==> src/rtl/matrix_stream_loader.sv <==
// Ping-pong loader: assembles a valid/ready element stream into ROWS x COLS matrices.
// Define LOADER_COLMAJOR_EN to fill column-major instead of row-major.
module matrix_stream_loader #(
  parameter int unsigned WIDTH = 8,
  parameter int unsigned ROWS  = 4,
  parameter int unsigned COLS  = 4
) (
  input  logic             clk,
  input  logic             rst,
  input  logic             in_valid,
  output logic             in_ready,
  input  logic [WIDTH-1:0] in_data,
  input  logic             in_last,
  output logic [WIDTH-1:0] out_matrix [0:ROWS-1][0:COLS-1],
  output logic             out_valid,
  input  logic             out_ready,
  output logic             err_last
);

  localparam int unsigned RowW = (ROWS > 1) ? $clog2(ROWS) : 1;
  localparam int unsigned ColW = (COLS > 1) ? $clog2(COLS) : 1;
  localparam logic [RowW-1:0] RowMax = RowW'(ROWS - 1);
  localparam logic [ColW-1:0] ColMax = ColW'(COLS - 1);

  logic [WIDTH-1:0] bank_q [0:1][0:ROWS-1][0:COLS-1];
  logic [1:0]       full_q, full_d;
  logic             wr_bank_q, wr_bank_d;
  logic             rd_bank_q, rd_bank_d;
  logic [RowW-1:0]  row_q, row_d;
  logic [ColW-1:0]  col_q, col_d;
  logic             err_q, err_d;
  logic             accept, rel, is_final;

  assign in_ready  = rst & ~full_q[wr_bank_q];
  assign out_valid = full_q[rd_bank_q];
  assign err_last  = err_q;
  assign accept    = in_valid & in_ready;
  assign rel       = out_valid & out_ready;
  assign is_final  = (row_q == RowMax) && (col_q == ColMax);

  always_comb begin
    out_matrix = bank_q[rd_bank_q];
  end

  always_comb begin
    full_d    = full_q;
    wr_bank_d = wr_bank_q;
    rd_bank_d = rd_bank_q;
    row_d     = row_q;
    col_d     = col_q;
    err_d     = err_q;
    if (rel) begin
      full_d[rd_bank_q] = 1'b0;
      rd_bank_d         = ~rd_bank_q;
    end
    if (accept) begin
      // Element count defines the boundary; in_last is only cross-checked.
      if (in_last != is_final) err_d = 1'b1;
      if (is_final) begin
        full_d[wr_bank_q] = 1'b1;
        wr_bank_d         = ~wr_bank_q;
        row_d             = '0;
        col_d             = '0;
      end else begin
`ifdef LOADER_COLMAJOR_EN
        if (row_q == RowMax) begin
          row_d = '0;
          col_d = col_q + ColW'(1);
        end else begin
          row_d = row_q + RowW'(1);
        end
`else
        if (col_q == ColMax) begin
          col_d = '0;
          row_d = row_q + RowW'(1);
        end else begin
          col_d = col_q + ColW'(1);
        end
`endif
      end
    end
  end

  always_ff @(posedge clk) begin
    if (!rst) begin
      full_q    <= '0;
      wr_bank_q <= 1'b0;
      rd_bank_q <= 1'b0;
      row_q     <= '0;
      col_q     <= '0;
      err_q     <= 1'b0;
      for (int b = 0; b < 2; b++) begin
        for (int r = 0; r < int'(ROWS); r++) begin
          for (int c = 0; c < int'(COLS); c++) begin
            bank_q[b][r][c] <= '0;
          end
        end
      end
    end else begin
      full_q    <= full_d;
      wr_bank_q <= wr_bank_d;
      rd_bank_q <= rd_bank_d;
      row_q     <= row_d;
      col_q     <= col_d;
      err_q     <= err_d;
      if (accept) bank_q[wr_bank_q][row_q][col_q] <= in_data;
    end
  end

endmodule

==> config.mk <==
export PLATFORM = sky130hd
export DESIGN_NAME = matrix_stream_loader
export DESIGN_NICKNAME = d
export VERILOG_FILES = /design/src/rtl/matrix_stream_loader.sv
export SDC_FILE = /design/constraint.sdc
export NUM_CORES = 1
export LEC_CHECK = 0
export ABC_AREA = 1
export BUFFER_PORTS_ARGS = -buffer_cell sky130_fd_sc_hd__buf_2
export CAP_MARGIN = 20
export CORE_MARGIN = 2
export CORE_UTILIZATION = 58
export CTS_CLUSTER_DIAMETER = 80
export DETAILED_ROUTE_END_ITERATION = 6
export PLACE_DENSITY = 0.8
export SLEW_MARGIN = 20
export SYNTH_ARGS = -nofsm -noshare
export SYNTH_HDL_FRONTEND = slang
export SYNTH_SLANG_ARGS = --single-unit
==> constraint.sdc <==
create_clock -name clk -period 2.6 [get_ports clk]
set_input_delay 0.52 -clock clk [delete_from_list [all_inputs] [get_ports clk]]
set_output_delay 0.52 -clock clk [all_outputs]
set_load 0.05 [all_outputs]
==> results.toml <==
[floorplanning]
core_area_sq_um = 18800
die_height_um = 143
pin_count = 144
start_util_pct = 59.5
die-area_sq_um = 20500
rows = 50
die_w_um = 143

[timing]
relSlewSlack_pct = 47.1
period_share_pct = 95.3
fmax_ghz = 0.404
rsz0062_at_grt = "false"
setup-violations-final = 0
worst_slew_pin_slew_ps = 792
worst_hold_slack_ps = 326
skew_ps = 17.3
period_needed_ps = 2480
fin_setup_tns_ps = 0
finalHoldViolations = 0
setup_ws_ps = 122
drv_slew = 0

[clocking]
postCtsHoldBufs = 0
cts_sinks = 266
path_clk_slew_ps = 60
cts_buffers = 26
cts_tree = "done"
htreeDepth = 1
cts_buffer_depth = 3
cts_root_buf = "clkbuf_16"
clkLatencyLatePin_ps = 530

[synthesis]
synth_top_family_by_area = "multiplexers"
synth-seq-cells = 266
synth_mux_area_share_pct = 12.9
syn_area_sq_um = 11200
synth_nets = 817
synthSimpleGateAreaFrac_pct = 11.0
synth_fa_ha_area_share_pct = 0.893
ys_seq_area_share_pct = 70.4
synth-compound-area-share_pct = 1.24
syn_avg_cell_area_sq_um = 14.1
ys_types = 27
synth_xor_area_share_pct = 0.0782
yosys_warnings = 0
synthCells = 796

[worst_setup_path]
crit_slowest_cell = "dfxtp_4"
worstPathRequired_ps = 2080
crit_family = "flip-flops"
startpoint_type = "flip-flop"
worstPathCellList = "buf_12, mux2_2, buf_2"
end_kind = "output pin"
crit_arrival_ps = 1960
critPathBufInv = 2
crit_fanout = 42
rr_startpoint = "row_q[0]"
critPathMaxStageDelay_ps = 500
path_class = "flip-flop to output pin"

[hold_path]
min_from = "out_ready"
min_path_type = "input port to flip-flop"

[drt]
drt_pass1_iterations = 5
vias_per_cell = 5.44
drtIter0Drc = 672
detail-route-antenna-nets = 0
drc = 0
vias = 6887
wl_per_cell_um = 20.4
drt_wl_total_mm = 25.8

[finish]
drive_gt1_share_pct = 38.4
fin_nets = 1007
layout.cells.non_filler = 1266
post-route-util_pct = 70.7
stdcell_area_sq_um = 13300
syn_to_final_growth_pct = 18.8

[power_and_ir_drop]
p_leak_nw = 5.49
irDropWorstVdd_uv = 531
power_mw = 9.63
power_density_nw_per_um2 = 724

[placement]
dp_cells = 1214
place.gp.congestion = 0.918
hpwl_mm = 16.0
port-buffer-count = 143
post_dp_cell_area_sq_um = 12500
dpl_worst_slack_ps = 11.5

[global_route]
grt_pass1_wl_mm = 38.1
grt_max_degree = 43
grt_overflow = 0
grt.total_usage_pct = 25.3
grt_pass1_vias = 6698
antenna_found_initial = 1

[job]
cap_violations = 0

[outcome]
status = "finished, final reports clean"
## cell usage after synthesis
| master | instances | share of area [%] |
|---|---|---|
| dfxtp_1 | 10 | 1.8 |
| buf_4 | 1 | 0.067 |
| xnor2_1 | 1 | 0.078 |
| buf_2 | 4 | 0.18 |
| o211ai_1 | 7 | 0.47 |
| nand2_1 | 88 | 2.9 |
| edfxtp_1 | 256 | 69 |
| a31oi_1 | 1 | 0.056 |
| nor2_2 | 3 | 0.17 |
| nor2_1 | 171 | 5.7 |
| a211oi_1 | 1 | 0.067 |
| o21ai_0 | 3 | 0.13 |
| nand2_4 | 1 | 0.10 |
| a21oi_1 | 9 | 0.40 |
| nor2_4 | 1 | 0.10 |
| nand3_2 | 6 | 0.54 |
| clkbuf_1 | 24 | 0.80 |
| inv_2 | 1 | 0.033 |
| buf_12 | 1 | 0.18 |
| nand3_4 | 8 | 1.3 |
| nand3_1 | 2 | 0.089 |
| buf_6 | 5 | 0.50 |
| inv_1 | 54 | 1.8 |
| nand2_2 | 1 | 0.056 |
| ha_1 | 8 | 0.89 |
| mux2_2 | 128 | 13 |
| o211ai_2 | 1 | 0.11 |
## path summary, 6_finish.rpt
check                    end  slack, ps  cells after the start
max          out_matrix[109]        120                      3
min                flip-flop        330                      3
max reg2reg    bank_q[1][31]        180                     13
min reg2reg        full_q[0]        480                      2
## sequential cells by signal, indices dropped and copies added, names as in the netlist, named ones only
signal	flops
rd_bank_q	1
bank_q	256
wr_bank_q	1
col_q	2
full_q	2
err_last	1
row_q	2
## worst min-delay path: stages
cell and delay [ps]:
buf_2 120, nand2_1 100, a21oi_1 70
## cell usage in the layout (no fill, tap or decap), drive strengths merged
master	n
edfxtp	256
buf	195
nor2	175
mux2	128
nand2	91
inv	56
clkbuf	35
nand3	16
clkinv	11
dfxtp	10
a21oi	9
o211ai	8
ha	8
o21ai	3
diode	1
a211oi	1
xnor2	1
a31oi	1
bufinv	1
## layer usage
| metal | vias up | share of wire [%] | global-route usage [%] |
|---|---|---|---|
| met4 | 0 | 2.0 | 5.89 |
| met2 | 294 | 49 | 41.9 |
| li1 | 3166 | - | - |
| met3 | 42 | 7.3 | 3.19 |
| met1 | 3385 | 41 | 36.3 |
| met5 | - | 0 | 0 |
## final cells by class
class | instances | area, sq um
fillers | 1266 | 5520
diodes | 1 | 2.50
flip-flops and latches | 266 | 7890
repair buffers | 196 | 1160
multi-input cells | 441 | 2940
clock buffers | 34 | 702
inverters | 55 | 206
well taps | 260 | 325
clock inverters | 13 | 86.3
## where the power goes
part / internal [mW] / switching [mW] / leakage, nW
Clock: 1.99 / 1.52 / 0.389
Combinational: 0.239 / 0.734 / 2.41
Sequential: 5.07 / 0.0775 / 2.69
## what timing repair did
item | in CTS | in global routing
buffers inserted | 0 | 3
resized for setup | 0 | 6
endpoints found under the setup margin | 0 | 193
## cells by family (layout without fill, tap and decap cells)
family / count (synthesis) / count (layout)
AO/OA/AOI/OAI: 22 / 22
XOR/XNOR: 1 / 1
adder cells (fa/ha/maj): 8 / 8
buffers and inverters: 90 / 298
flip-flops: 266 / 266
multiplexers: 128 / 128
other: 0 / 1
AND/OR/NAND/NOR: 281 / 282
Power figures use the tool's default switching activity.
